$ cat src/rtl/if_fetch_queue.sv
`default_nettype none
// ============================================================================
// Module      : if_fetch_queue
// Description : DEPTH-entry fetch queue sitting between instruction fetch and
//               decode. Each entry holds one fetch bundle: FETCH_WIDTH
//               consecutive instructions, the bundle PC and a per-lane valid
//               mask. The queue absorbs the one-cycle instruction-memory
//               latency. It applies backpressure that counts the in-flight
//               response, and it supports a single-cycle flush that also
//               kills that response.
//
// Ports       : clk          - clock
//               rst_n        - asynchronous active-low reset
//               cpu_en       - core enable (gates accepts and dequeues)
//               flush        - discard queued and in-flight bundles
//               fetch_valid  - fetch request presented
//               fetch_pc     - bundle PC of the request
//               fetch_mask   - lane-valid mask of the request
//               fetch_ready  - request accepted when fetch_valid & fetch_ready
//               mem_insn     - memory data, valid the cycle after an accept
//               out_valid    - head bundle valid
//               out_pc       - head bundle PC
//               out_insn     - head bundle instructions (lane i at i*WORD_WIDTH)
//               out_mask     - head bundle lane mask
//               out_ready    - decode consumes head when out_valid & out_ready
//               count        - number of occupied entries
//
// Revision    : 1.0 - initial release
// ============================================================================
module if_fetch_queue #(
    parameter int PC_WIDTH    = 32,
    parameter int WORD_WIDTH  = 32,
    parameter int FETCH_WIDTH = 2,
    parameter int DEPTH       = 4
) (
    input  logic                              clk,
    input  logic                              rst_n,
    input  logic                              cpu_en,
    input  logic                              flush,
    input  logic                              fetch_valid,
    input  logic [PC_WIDTH-1:0]               fetch_pc,
    input  logic [FETCH_WIDTH-1:0]            fetch_mask,
    output logic                              fetch_ready,
    input  logic [FETCH_WIDTH*WORD_WIDTH-1:0] mem_insn,
    output logic                              out_valid,
    output logic [PC_WIDTH-1:0]               out_pc,
    output logic [FETCH_WIDTH*WORD_WIDTH-1:0] out_insn,
    output logic [FETCH_WIDTH-1:0]            out_mask,
    input  logic                              out_ready,
    output logic [$clog2(DEPTH+1)-1:0]        count
);

    // ------------------------------------------------------------------------
    // Derived constants
    // ------------------------------------------------------------------------
    localparam int c_PTR_W    = $clog2(DEPTH);
    localparam int c_CNT_W    = $clog2(DEPTH+1);
    localparam int c_OCC_W    = c_CNT_W + 1;
    localparam int c_BUNDLE_W = FETCH_WIDTH * WORD_WIDTH;

    // ------------------------------------------------------------------------
    // State
    // ------------------------------------------------------------------------
    logic [c_PTR_W-1:0]     r_head;
    logic [c_PTR_W-1:0]     r_tail;
    logic [c_CNT_W-1:0]     r_count;
    logic                   r_inflight;
    logic [PC_WIDTH-1:0]    r_pend_pc;
    logic [FETCH_WIDTH-1:0] r_pend_mask;

    // Entry storage. It is not reset: an entry is only observable once it
    // has been written, because the output mux forces zero when empty.
    logic [PC_WIDTH-1:0]    r_pc_mem   [DEPTH];
    logic [c_BUNDLE_W-1:0]  r_insn_mem [DEPTH];
    logic [FETCH_WIDTH-1:0] r_mask_mem [DEPTH];

    // ------------------------------------------------------------------------
    // Handshake and control decode
    // ------------------------------------------------------------------------
    logic [c_OCC_W-1:0] w_occupancy;
    logic               w_room;
    logic               w_empty;
    logic               w_accept;
    logic               w_deq;
    logic               w_enq;

    // The in-flight response is reserved as if it already held a slot. That
    // is why an accepted request can never find the queue full when its data
    // returns.
    assign w_occupancy = {1'b0, r_count} + c_OCC_W'(r_inflight);
    assign w_room      = (w_occupancy < c_OCC_W'(DEPTH));
    assign w_empty     = (r_count == '0);

    // fetch_ready deliberately ignores out_ready. That keeps any
    // combinational path from decode back to fetch out of the design.
    assign fetch_ready = cpu_en & ~flush & w_room;
    assign out_valid   = cpu_en & ~flush & ~w_empty;

    assign w_accept    = fetch_valid & fetch_ready;
    assign w_deq       = out_valid & out_ready;

    // Memory cannot be stalled, so a pending response is written even while
    // cpu_en is low. Only flush discards it. A zero mask means the request
    // carried no useful lanes, and it is dropped without using an entry.
    assign w_enq       = r_inflight & ~flush & (r_pend_mask != '0);

    // ------------------------------------------------------------------------
    // Pending-request tracking
    // ------------------------------------------------------------------------
    always_ff @(posedge clk or negedge rst_n) begin
        if (!rst_n) begin
            r_inflight  <= 1'b0;
            r_pend_pc   <= '0;
            r_pend_mask <= '0;
        end else if (flush) begin
            r_inflight  <= 1'b0;
        end else begin
            // One-cycle memory: the flag lives for exactly one cycle after
            // each accept.
            r_inflight <= w_accept;
            if (w_accept) begin
                r_pend_pc   <= fetch_pc;
                r_pend_mask <= fetch_mask;
            end
        end
    end

    // ------------------------------------------------------------------------
    // Pointers and occupancy
    // ------------------------------------------------------------------------
    // Pointers are exactly log2(DEPTH) bits, so they wrap DEPTH-1 -> 0 for
    // free. Full and empty are told apart by r_count and not by comparing
    // the pointers.
    always_ff @(posedge clk or negedge rst_n) begin
        if (!rst_n) begin
            r_head  <= '0;
            r_tail  <= '0;
            r_count <= '0;
        end else if (flush) begin
            r_head  <= '0;
            r_tail  <= '0;
            r_count <= '0;
        end else begin
            if (w_enq) begin
                r_tail <= r_tail + c_PTR_W'(1);
            end
            if (w_deq) begin
                r_head <= r_head + c_PTR_W'(1);
            end
            case ({w_enq, w_deq})
                2'b10:   r_count <= r_count + c_CNT_W'(1);
                2'b01:   r_count <= r_count - c_CNT_W'(1);
                default: r_count <= r_count;
            endcase
        end
    end

    // ------------------------------------------------------------------------
    // Entry write
    // ------------------------------------------------------------------------
    always_ff @(posedge clk) begin
        if (w_enq) begin
            r_pc_mem[r_tail]   <= r_pend_pc;
            r_insn_mem[r_tail] <= mem_insn;
            r_mask_mem[r_tail] <= r_pend_mask;
        end
    end

    // ------------------------------------------------------------------------
    // Head presentation
    // ------------------------------------------------------------------------
    // The outputs are zero whenever the queue is empty. This includes the
    // time rst_n is held low, because r_count clears asynchronously.
    assign out_pc   = w_empty ? '0 : r_pc_mem[r_head];
    assign out_insn = w_empty ? '0 : r_insn_mem[r_head];
    assign out_mask = w_empty ? '0 : r_mask_mem[r_head];
    assign count    = r_count;

endmodule
`default_nettype wire

$ cat config.mk
export PLATFORM = sky130hd
export DESIGN_NAME = if_fetch_queue
export DESIGN_NICKNAME = d
export VERILOG_FILES = /design/src/rtl/if_fetch_queue.sv
export SDC_FILE = /design/constraint.sdc
export NUM_CORES = 1
export LEC_CHECK = 0
export BUFFER_PORTS_ARGS = -buffer_cell sky130_fd_sc_hd__buf_2
export CORE_ASPECT_RATIO = 1.1
export CORE_UTILIZATION = 45
export DETAILED_ROUTE_END_ITERATION = 10
export SLEW_MARGIN = 20
export SYNTH_ARGS = -nofsm -noshare
export SYNTH_HDL_FRONTEND = slang
export SYNTH_SLANG_ARGS = --single-unit
$ cat constraint.sdc
create_clock -name clk -period 9.1 [get_ports clk]
set_input_delay 0.91 -clock clk [delete_from_list [all_inputs] [get_ports clk]]
set_output_delay 0.91 -clock clk [all_outputs]
set_load 0.01 [all_outputs]
==> results.md <==
- Post-synth EDFFs: 392
- Max stage delay on crit path: 990 ps
- Fillcell total: 2902
- Maximum vdd drop: 0.000143 V
- # hold bufs at CTS: 0
- Vias in the first global route: 8316
- Slew Viols, Final: 0
- Status: complete, no violations
- Mean Syn Cell Area: 22.4 µm²
- MaxCap Viol Count: 0
- Main area contributors after synthesis: edfxtp_1 (71%), mux4_2 (13%), dfrtp_1 (6.3%)
- Final worst slack: 5130 ps
- Synth Cell Area: 0.0167 mm²
- Largest net degree at the start of global routing: 92
- Fmax: 252 MHz
- Drt wl/cell: 21.3 µm
- Commonest non-fill, non-tap cells in the layout: edfxtp_1 (392), buf_2 (206), mux4_2 (98), and2_1 (98), clkbuf_16 (45)
- Rows: 73
- CP required: 8190 ps
- Initial drt markers: 434
- Ys async rst share: 9.68%
- Die Span Y: 204 µm
- Worst-path clk slew: 60 ps
- RSZ-0062 raised after global routing: false
- Cells after synthesis: 745
- Critical path class: flip-flop to primary output
- Pwr dens: 218 mW/mm²
- Worst slew margin: 36.8%
- Clk_lat worst skew: 550 ps
- Vias: 7737
- Port bufs: 206
- Setup bufs post-CTS: 0
- Die Wd: 185 µm
- IO Count: 207
- Antenna viol nets, final: 0
- CTS resizes: 0
- Crit path DAT: 3060 ps
- Max clock buf depth: 3
- Total wire length: 31.8 mm
- Global route total overflow: 0
- Tightest Pin Transition: 948 ps
- Starting Density: 45.8%
- CTS Buf Count: 44
- Critical path, cell by cell: buf_4 -> mux4_2 -> and2_1 -> buf_2
- Fin. Hold Viols: 0
- Synth Register Bits: 434
- Startpoint Class: flip-flop
- Area grow syn2layout: 18.0%
- Final period util: 43.7%
- Setup TNS: 0 ps
- Synth Net Count: 854
- First-pass GRT wire length: 48.5 mm
- CTS HTree Levels: 2
- Clock sinks: 434
- Design Area, Final: 0.0197 mm²
- CP Max Fanout: 55
- Placer's final routability congestion estimate: 0.679
- Final setup viols: 0
- Detailed placer's ending HPWL: 17.4 mm
- LEAKAGE: 7.01 nW
- Total GRT Usage: 17.3%
- Drt drc: 0
- Library cells used by synthesis: 32
- Vias per cell: 5.18
- Share of cells above drive strength 1: 42.7%
- Finished Core Util: 54.1%
- Min Tclk post-route: 3970 ps
- Worst Clk Skew: 17.7 ps
- Clk root buf: clkbuf_16
- Placement Setup Slack: 5590 ps
- Synth Flop Type: edfxtp_1
- CTS tree: yes
- CORE AREA: 0.0364 mm²
- Crit path capture type: primary output
- Yosys warning count: 0
- Fin nets: 1078
- Seq/Total Area, Yosys: 76.9%
- Crit-path slowest cell: dfrtp_4
- Initial antenna violation count: 3
- Synth top area share: 70.6%
- Hold crit path type: primary input to async pin
- Drt pass-1 iters: 4
- Die Footprint: 0.0378 mm²
- DP Area: 0.0182 mm²
- Commonest non-fill, non-tap cell in the layout: edfxtp_1
- Yosys top cell by area: edfxtp_1
==> worst max-delay path: cells and delay by family, from the launching register on <==
kind / cells / cell delay, ps
DFF: 1 / 990
muxes: 1 / 410
buffers and inverters: 2 / 870
and+or+nand+nor: 1 / 210
==> layer usage <==
metal  global-route usage, %  share of wire, %  vias up
met4                    4.46               1.5        2
met2                    28.4                49      211
met5                       0             0.031        -
met1                    23.7                44     4031
li1                        -                 -     3446
met3                    3.65               5.5       47
==> cell families after synthesis <==
group / Yosys count / synth area share (%)
flip-flops: 434 / 76.9
multiplexers: 135 / 16.4
AND/OR/NAND/NOR: 121 / 4.57
buffers and inverters: 41 / 1.16
AO/OA/AOI/OAI: 5 / 0.315
adder cells (fa/ha/maj): 5 / 0.420
XOR/XNOR: 4 / 0.210
==> report_power, final <==
group	internal (mW)	switching [mW]	total, mW
Sequential	2.25	0.0453	2.29
Clock	1.06	0.732	1.79
Combinational	0.105	0.0980	0.203
Total	3.41	0.875	4.29
==> final timing paths <==
check	start	endpoint	slack, ps	cells after the start
max reg2reg	r_pend_mask[0]	r_insn_mem[3][37]	6070	4
min reg2reg	r_pend_pc[1]	r_pc_mem[1][1]	520	0
max	r_head[1]	out_pc[6]	5130	4
min in group clk	r_pend_pc[1]	r_pc_mem[1][1]	520	0
min	rst_n	r_pend_pc[21]	450	2
max in group asynchronous	rst_n	r_head[0]	8170	2
==> registers in the layout, indices dropped and copies added (netlist names), 2 cells and up <==
| signal | flops |
|---|---|
| count | 3 |
| r_head | 2 |
| r_insn_mem | 256 |
| r_mask_mem | 8 |
| r_pc_mem | 128 |
| r_pend_mask | 2 |
| r_pend_pc | 32 |
| r_tail | 2 |
==> per-stage QoR <==
step | cells | power (mW) | hold slack (ps)
finish | 1494 | 4.29 | 449
global route | 1491 | 4.44 | 489
CTS | 1491 | 4.34 | 462
detailed placement | 1410 | 2.54 | 506
global placement | 1410 | 2.54 | 492
floorplan | 745 | 2.44 | 471
==> Yosys cell counts, drive strengths merged, types with 3 or more instances <==
library cell / instances
dfrtp: 42
nand2b: 3
mux4: 98
and2: 103
clkbuf: 19
inv: 4
nor2: 6
ha: 4
mux2: 35
buf: 18
edfxtp: 392
==> final cells by class <==
| class | count | area, µm² | area share (%) |
|---|---|---|---|
| timing repair buffer | 215 | 1100 | 5.58 |
| clock buffer | 55 | 1210 | 6.17 |
| antenna | 3 | 7.51 | 0.0382 |
| clock inverter | 26 | 240 | 1.22 |
| multi-input combinational | 270 | 3660 | 18.6 |
| tap | 487 | 609 | 3.10 |
| inverter | 4 | 15.0 | 0.0763 |
| sequential | 434 | 12800 | 65.2 |
(Power assumes the default switching activity.)
